<file path="src/rtl/debug_latch_streamer.sv">
// debug_latch_streamer: snapshot NUM_CH latch words, stream masked channels as a byte frame
// Ports:
//    clk, rst          clock, synchronous active-high reset
//    ch_data, ch_mask  flattened channel words and enable mask, captured on accepted snap
//    snap              snapshot/stream request
//    tx_byte, tx_valid, tx_ready   byte stream handshake towards the UART transmitter
//    busy, done, overrun           frame in progress, end-of-frame pulse, sticky snap-while-busy
// Frame: HDR_BYTE, popcount(mask), enabled words LSB byte first, optional XOR checksum.
// Optional checksum byte enabled by macro DEBUG_LATCH_STREAMER_CSUM_EN.
module debug_latch_streamer #(
   parameter int         NUM_CH   = 16,
   parameter int         DATA_W   = 32,
   parameter logic [7:0] HDR_BYTE = 8'hA5
) (
   input  logic                     clk,
   input  logic                     rst,
   input  logic [NUM_CH*DATA_W-1:0] ch_data,
   input  logic [NUM_CH-1:0]        ch_mask,
   input  logic                     snap,
   output logic [7:0]               tx_byte,
   output logic                     tx_valid,
   input  logic                     tx_ready,
   output logic                     busy,
   output logic                     done,
   output logic                     overrun
);
   localparam int NB = DATA_W / 8;
   localparam int PW = NUM_CH > 1 ? $clog2(NUM_CH) : 1;
   localparam int BW = NB > 1 ? $clog2(NB) : 1;
`ifdef DEBUG_LATCH_STREAMER_CSUM_EN
   typedef enum logic [2:0] {IDLE, HDR, CNT, DATA, CSUM, FIN} state_t;
   localparam state_t POST = CSUM;
   logic [7:0] csum_q;
`else
   typedef enum logic [2:0] {IDLE, HDR, CNT, DATA, FIN} state_t;
   localparam state_t POST = FIN;
`endif
   state_t                   state_q, state_d;
   logic [NUM_CH*DATA_W-1:0] buf_q;
   logic [NUM_CH-1:0]        mask_q;
   logic [PW-1:0]            ptr_q, ptr_d, cur;
   logic [BW-1:0]            byte_q, byte_d;
   logic [DATA_W-1:0]        word;
   logic [7:0]               cnt;
   logic                     overrun_q, found, more, cap;
   assign busy    = state_q != IDLE && state_q != FIN;
   assign done    = state_q == FIN;
   assign overrun = overrun_q;
   assign cap     = snap && (state_q == IDLE || state_q == FIN);
   assign word    = buf_q[cur*DATA_W +: DATA_W];
   // cur is the first enabled channel at or after ptr_q, so masked-off channels cost no cycles;
   // more says whether another enabled channel follows cur.
   always_comb begin
      cnt   = '0;
      cur   = '0;
      found = 1'b0;
      more  = 1'b0;
      for (int i = 0; i < NUM_CH; i++) begin
         cnt = cnt + 8'(mask_q[i]);
         if (mask_q[i] && PW'(i) >= ptr_q) begin
            if (found) more = 1'b1;
            else begin
               cur   = PW'(i);
               found = 1'b1;
            end
         end
      end
   end
   always_comb begin
      state_d  = state_q;
      ptr_d    = ptr_q;
      byte_d   = byte_q;
      tx_valid = 1'b0;
      tx_byte  = '0;
      case (state_q)
         IDLE: state_d = cap ? HDR : IDLE;
         HDR: begin
            tx_valid = 1'b1;
            tx_byte  = HDR_BYTE;
            if (tx_ready) state_d = CNT;
         end
         CNT: begin
            tx_valid = 1'b1;
            tx_byte  = cnt;
            if (tx_ready) begin
               ptr_d   = '0;
               byte_d  = '0;
               state_d = cnt != 8'd0 ? DATA : POST;
            end
         end
         DATA: begin
            tx_valid = 1'b1;
            tx_byte  = word[byte_q*8 +: 8];
            if (tx_ready) begin
               if (byte_q == BW'(NB - 1)) begin
                  byte_d  = '0;
                  ptr_d   = cur + 1'b1;
                  state_d = more ? DATA : POST;
               end else byte_d = byte_q + 1'b1;
            end
         end
`ifdef DEBUG_LATCH_STREAMER_CSUM_EN
         CSUM: begin
            tx_valid = 1'b1;
            tx_byte  = csum_q;
            if (tx_ready) state_d = FIN;
         end
`endif
         FIN: state_d = cap ? HDR : IDLE;
         default: state_d = IDLE;
      endcase
   end
   always_ff @(posedge clk) begin
      if (rst) begin
         state_q   <= IDLE;
         buf_q     <= '0;
         mask_q    <= '0;
         ptr_q     <= '0;
         byte_q    <= '0;
         overrun_q <= 1'b0;
      end else begin
         state_q <= state_d;
         ptr_q   <= ptr_d;
         byte_q  <= byte_d;
         if (cap) begin
            buf_q  <= ch_data;
            mask_q <= ch_mask;
         end
         if (snap && busy) overrun_q <= 1'b1;
      end
   end
`ifdef DEBUG_LATCH_STREAMER_CSUM_EN
   always_ff @(posedge clk) begin
      if (rst || cap) csum_q <= '0;
      else if (tx_valid && tx_ready) csum_q <= csum_q ^ tx_byte;
   end
`endif
endmodule

</file>
<file path="config.mk">
export PLATFORM = sky130hd
export DESIGN_NAME = debug_latch_streamer
export DESIGN_NICKNAME = d
export VERILOG_FILES = /design/src/rtl/debug_latch_streamer.sv
export SDC_FILE = /design/constraint.sdc
export NUM_CORES = 1
export LEC_CHECK = 0
export ABC_CLOCK_PERIOD_IN_PS = 5700
export BUFFER_PORTS_ARGS = -buffer_cell sky130_fd_sc_hd__buf_2
export CAP_MARGIN = 0
export CORE_ASPECT_RATIO = 0.8
export CORE_MARGIN = 4
export CORE_UTILIZATION = 23
export DETAILED_ROUTE_END_ITERATION = 12
export GPL_ROUTABILITY_DRIVEN = 0
export SYNTH_ARGS = -nofsm -noshare
export SYNTH_HDL_FRONTEND = slang
export SYNTH_SLANG_ARGS = --single-unit
</file>
<file path="constraint.sdc">
create_clock -name clk -period 5.7 [get_ports clk]
set_clock_uncertainty 0.2 [all_clocks]
set_input_delay 0.285 -clock clk [delete_from_list [all_inputs] [get_ports clk]]
set_output_delay 0.285 -clock clk [all_outputs]
set_load 0.05 [all_outputs]
</file>
Word-level counts from Yosys, hierarchy flattened
Index checks and enable logic that the tools add are counted.
{ "word_totals": {"input_bits": 532, "word_cells": 173, "out_inout_bits": 12, "ff_bits": 538} }
{ "classes": {"n_shift": 2, "reduce_logical": 29, "muxes": 93, "n_addsub": 17, "order_cmp": 16, "eq_ne": 10} }
{ "ops": {"columns": ["cell", "n"], "rows": [
  ["variable part select 512 x 10 -> 32 bit", 1],
  ["two-way mux 4 bit", 31],
  ["adder 8 x 1 -> 8 bit", 8],
  ["two-way mux 1 bit", 49],
  [">= comparator 4 bit, first input constant", 8],
  ["variable part select 32 x 6 -> 8 bit", 1],
  ["case mux 8 bit (3 select lines)", 1],
  ["logical AND 1 bit", 19],
  ["two-way mux 3 bit", 6],
  [">= comparator 3 x 4 -> 1 bit, first input constant", 4],
  ["case mux 3 bit (4 select lines)", 1],
  ["adder 7 x 1 -> 8 bit", 1],
  [">= comparator 1 x 4 -> 1 bit, first input constant", 2],
  [">= comparator 2 x 4 -> 1 bit, first input constant", 2],
  ["inequality test 2 bit, second input constant", 4],
  ["case mux 4 bit (2 select lines)", 1],
  ["AND reduction 4 bit", 2],
  ["nonzero test 8 bit", 1],
  ["adder 6 x 1 -> 7 bit", 1],
  ["adder 5 x 1 -> 6 bit", 1],
  ["equality test 3 x 2 -> 1 bit, second input constant", 2],
  ["two-way mux 2 bit", 3],
  ["adder 4 x 1 -> 5 bit", 1],
  ["adder 3 x 1 -> 4 bit", 1],
  ["other kinds (16)", 16]
]} }

Longest topological paths before layout
{ "logic_depth": {"depth_word": 37, "depth_mapped": 18, "ltp_nobuf": 18} }

Least setup slack after synthesis
No wires, ideal clock.
{ "synth_timing": {"path_kind": "register to output", "start": "reg ptr_q[0]", "end": "out tx_byte[7]", "path_stages_with_launch": 16, "slack_ns": 0.937, "required_time_ns": 5.215, "path_buffers": 3, "arrival_ns": 4.278, "path_cell_list": "dfxtp_1 -> clkbuf_1 -> a21bo_2 -> a21o_1 -> and2_4 -> a311o_1 -> o311a_1 -> o311ai_4 -> inv_2 -> buf_2 -> buf_4 -> mux2i_1 -> a221oi_1 -> a21oi_1 -> a32o_1 -> a211oi_1"} }
{ "synth_via": {"elab_chain_cells": 36, "word_cells_on_any_way": 80, "cone_classes": "order compare: 16; shift: 2; mux: 46; reduce/logical: 16"} }
{ "synth_lines": {"columns": ["item", "line", "rtl"], "rows": [
  ["start, declared", "41", "logic [PW-1:0] ptr_q, ptr_d, cur;"],
  ["start signal, assigned", "123", "ptr_q <= ptr_d;"],
  [">= comparator 1 x 4 -> 1 bit", "60", "if (mask_q[i] && PW'(i) >= ptr_q) begin"],
  ["logical AND 1 bit", "60", null],
  ["two-way mux 1 bit", "60", null],
  ["two-way mux 1 bit", "61", "if (found) more = 1'b1;"],
  ["two-way mux 1 bit", "60", null],
  ["two-way mux 4 bit", "61", null],
  ["two-way mux 4 bit", "60", null],
  ["two-way mux 4 bit", "61", null],
  ["[20 not listed]", null, null],
  ["two-way mux 4 bit", "60", null],
  ["two-way mux 4 bit", "61", null],
  ["two-way mux 4 bit", "60", null],
  ["two-way mux 4 bit", "61", null],
  ["two-way mux 4 bit (*)", "60", null],
  ["variable part select 512 x 10 -> 32 bit (*)", "50", "assign word = buf_q[cur*DATA_W +: DATA_W];"],
  ["variable part select 32 x 6 -> 8 bit (*)", "93", "tx_byte = word[byte_q*8 +: 8];"],
  ["case mux 8 bit (3 select lines) (*)", "75", "case (state_q)"],
  ["end, declared", "20", "output logic [7:0] tx_byte,"]
]} }
Every way passes the cells marked *; elsewhere a longest branch is shown, timed or not.

Worst setup path after layout
{ "layout_timing": {"start": "reg ptr_q[2]", "end": "out tx_byte[5]"} }
The elaborated chain is that of the path after synthesis.

==> impl_metrics.py <==
metrics = {
    "pwr": {
        "worst_ir_drop_vdd_v": 0.000460,
        "power.share.sequential_pct": 28.1,
        "clkPwrFrac_pct": 22.7,
        "swShare_pct": 46.6,
        "p_per_area_nw_per_um2": 502,
        "comb_power_share_pct": 49.1,
        "finalPower_w": 0.0182,
        "p_int_w": 0.00970,
        "p_sw_w": 0.00846,
        "p_leak_nw": 14.4,
    },
    "grt": {
        "grt_pass1_vias": 28100,
        "grt_pass1_wl_um": 191000,
        "antenna_found_initial": 62,
        "grt_usage_pct": 23.4,
        "grt_max_degree": 190,
        "gr-total-overflow": 0,
    },
    "worst_hold_path": {
        "min_path_type": "in -> reg",
    },
    "die": {
        "core_area_um2": 103000,
        "row_count": 105,
        "die_w_um": 369,
        "die_y_um": 297,
        "die_area_um2": 109000,
        "ios": 544,
        "start_util_pct": 23.3,
    },
    "worst_setup_path": {
        "worst-setup-path-type": "reg -> out",
        "cp.required_ns": 5.22,
        "crit_buf_inv": 3,
        "crit_arrival_ns": 5.12,
        "path_max_fanout": 31,
        "path_cells": "a21bo_2, a21o_1, and2_4, a311o_1, o311a_1, o311ai_4, buf_6, buf_4, nand2_1, a32oi_1, a31oi_1, a32o_1, a211oi_1, buf_12",
        "critPathMaxStageDelay_ns": 0.54,
        "cp_top_family": "compound AO/OA/AOI/OAI gates",
        "cp-end-kind": "output port",
        "crit_slowest_cell": "a32oi_1",
        "worst_setup_path_start_kind": "flop",
    },
    "flow_run": {
        "max_cap_viol_count": 0,
    },
    "routing": {
        "wl_per_cell_um": 23.2,
        "vias": 28600,
        "drt_pre_antenna_iters": 7,
        "ant_nets": 0,
        "remaining_drc_errors": 0,
        "wl_um": 135000,
        "drt_iter0_drc": 3277,
        "viasPerCell": 4.92,
    },
    "sta": {
        "worst_slew_pin_slew_ns": 1.12,
        "max_slew_margin_pct": 25.1,
        "rsz0062_at_grt": "yes",
        "period_needed_ns": 5.60,
        "finalHoldViolCount": 0,
        "setup_slack_ns": 0.0990,
        "fin_crit_sh_pct": 98.3,
        "fmaxAchievable_mhz": 179,
        "setup_violations": 0,
        "drv_slew": 0,
    },
    "synthesis": {
        "ys_types": 69,
        "synth_simple_gate_area_share_pct": 28.0,
        "yosysMostFrequentCell": "nand2_1",
        "syn_area_um2": 24000,
        "avgSynthCellArea_um2": 7.12,
        "synth_top_family_by_area": "simple AND/OR/NAND/NOR gates",
        "synth_nets": 3916,
        "yosys-top-cells-count": "nand2_1 (1433), a21oi_1 (577), dfxtp_1 (538)",
        "synth_edf_count": 0,
        "synth_compound_area_share_pct": 18.5,
        "synth.largest_area_cell": "dfxtp_1",
        "yosys_warnings": 0,
        "synth_xor_area_share_pct": 0.146,
        "synth_top_cell_area_share_pct": 44.9,
        "synth_cells": 3367,
        "synth-main-ff-cell": "dfxtp_1",
        "synth-adder-area-share_pct": 1.20,
        "muxShareOfSynthArea_pct": 2.14,
        "ys_seq_area_share_pct": 44.9,
        "async_reset_ff_share_pct": 0,
        "synth_seq_cells": 538,
        "synth.area.top_cells": "dfxtp_1 (45%), nand2_1 (22%), a21oi_1 (12%)",
    },
    "clock_network": {
        "clkTransAtPathRegs_ns": 0.07,
        "cts_buffers": 60,
        "clkSinkCount": 538,
        "h-tree-depth": 2,
        "clk-insertion-delay-late_ns": 0.65,
        "clockBufferDepth": 3,
        "cts_root_buf": "clkbuf_16",
        "cts_tree": "yes",
    },
    "placed_design": {
        "dpl_cell_area_um2": 28100,
        "dp_hpwl_um": 102000,
        "dp_slack_ns": -0.0906,
        "portBuffers": 543,
    },
    "finish": {
        "drive_gt1_share_pct": 17.1,
        "fin_area_um2": 36100,
        "nFillCells": 11100,
        "syn2layout_area_growth_pct": 50.8,
        "num-nets-final": 4881,
    },
    "run_status": {
        "outcome": "finished, final reports clean",
    },
}
-- cell families (layout without fill, tap and decap cells) --
logic type	Yosys count	count (layout)
compound gates	779	779
xor+xnor	4	4
fa+ha+maj	17	17
buf+inv	299	1310
flops	538	538
mux	51	51
other cells	0	37
simple gates	1679	1679
-- timing repair --
action | in CTS | in global routing
hold buffers | 566 | 0
pin swaps | 4 | 6
cloned | 1 | 0
setup endpoints to repair | 8 | 8
setup buffers | 3 | 4
gates resized for setup | 21 | 19
hold endpoints to repair | 532 | 0
-- cells in the final DEF, fill, tap and decap left out, types with 9 or more instances in the layout --
cell and n:
nand2_1 1431, o21ai_0 18, clkbuf_1 13, and3_1 11
diode_2 37, mux2i_1 49, a32o_1 9, buf_4 46
buf_12 22, buf_2 535, a22oi_1 16, o22ai_1 16
clkbuf_16 60, dfxtp_1 533, nand4_1 35, clkinv_2 11
fa_1 10, a31oi_1 41, o211ai_1 13, nand3_1 124
a21oi_1 575, nor2_1 22, dlygate4sd3_1 566, a32oi_1 9
inv_1 24
-- power by group through the flow --
stage | logic (W) | clock network (W) | registers [W]
2_1_floorplan | 0.00461 | 0 | 0.00486
3_3_place_gp | 0.00791 | 0 | 0.00517
3_5_place_dp | 0.00794 | 0 | 0.00517
4_1_cts | 0.00852 | 0.00417 | 0.00509
5_1_grt | 0.00928 | 0.00432 | 0.00517
6_report | 0.00892 | 0.00412 | 0.00511
-- sequential cells by signal (all words and copies together), names as in the netlist --
register / count
state_q: 3
overrun: 1
ptr_q: 4
buf_q: 512
byte_q: 2
mask_q: 16
-- stage by stage --
step	TNS [ns]	hold slack, ns	util [%]	instances
6_report	0	0.00435	35.1	5806
5_1_grt	-0.00687	0.0189	35.1	5797
4_1_cts	0	0.00152	34.9	5765
3_5_place_dp	-0.136	0.246	27.3	5087
3_3_place_gp	-0.0901	0.242	27.3	5087
2_1_floorplan	0	0.221	-	3367
-- final timing paths --
kind | cells past startpoint | endpoint | start | slack, ns
min reg2reg | 2 | buf_q[473] | buf_q[473] | 0.25
max | 14 | tx_byte[5] | ptr_q[2] | 0.1
max reg2reg | 18 | state_q[0] | mask_q[15] | 0.81
min | 2 | mask_q[3] | rst | 0.004
-- cell type report --
cell class	count	area [µm²]	share of cell area, %
tap	1391	1740	4.81
clock buffer	80	1650	4.55
multi-input combinational	2530	12200	33.6
timing repair buffer	1177	9240	25.6
inverter	25	110	0.305
sequential	538	10800	29.8
clock inverter	28	382	1.06
antenna	37	92.6	0.256
-- layer usage --
metal  track usage [%]  vias to the layer above  part of all wire (%)
met3              6.55                      346                   9.6
li1                  -                    13200                     -
met4              9.48                       38                   4.6
met1              29.8                    13600                    41
met5                 0                        -                  0.16
met2              37.4                     1339                    45
Note: power is estimated with default switching activity, not from simulation.
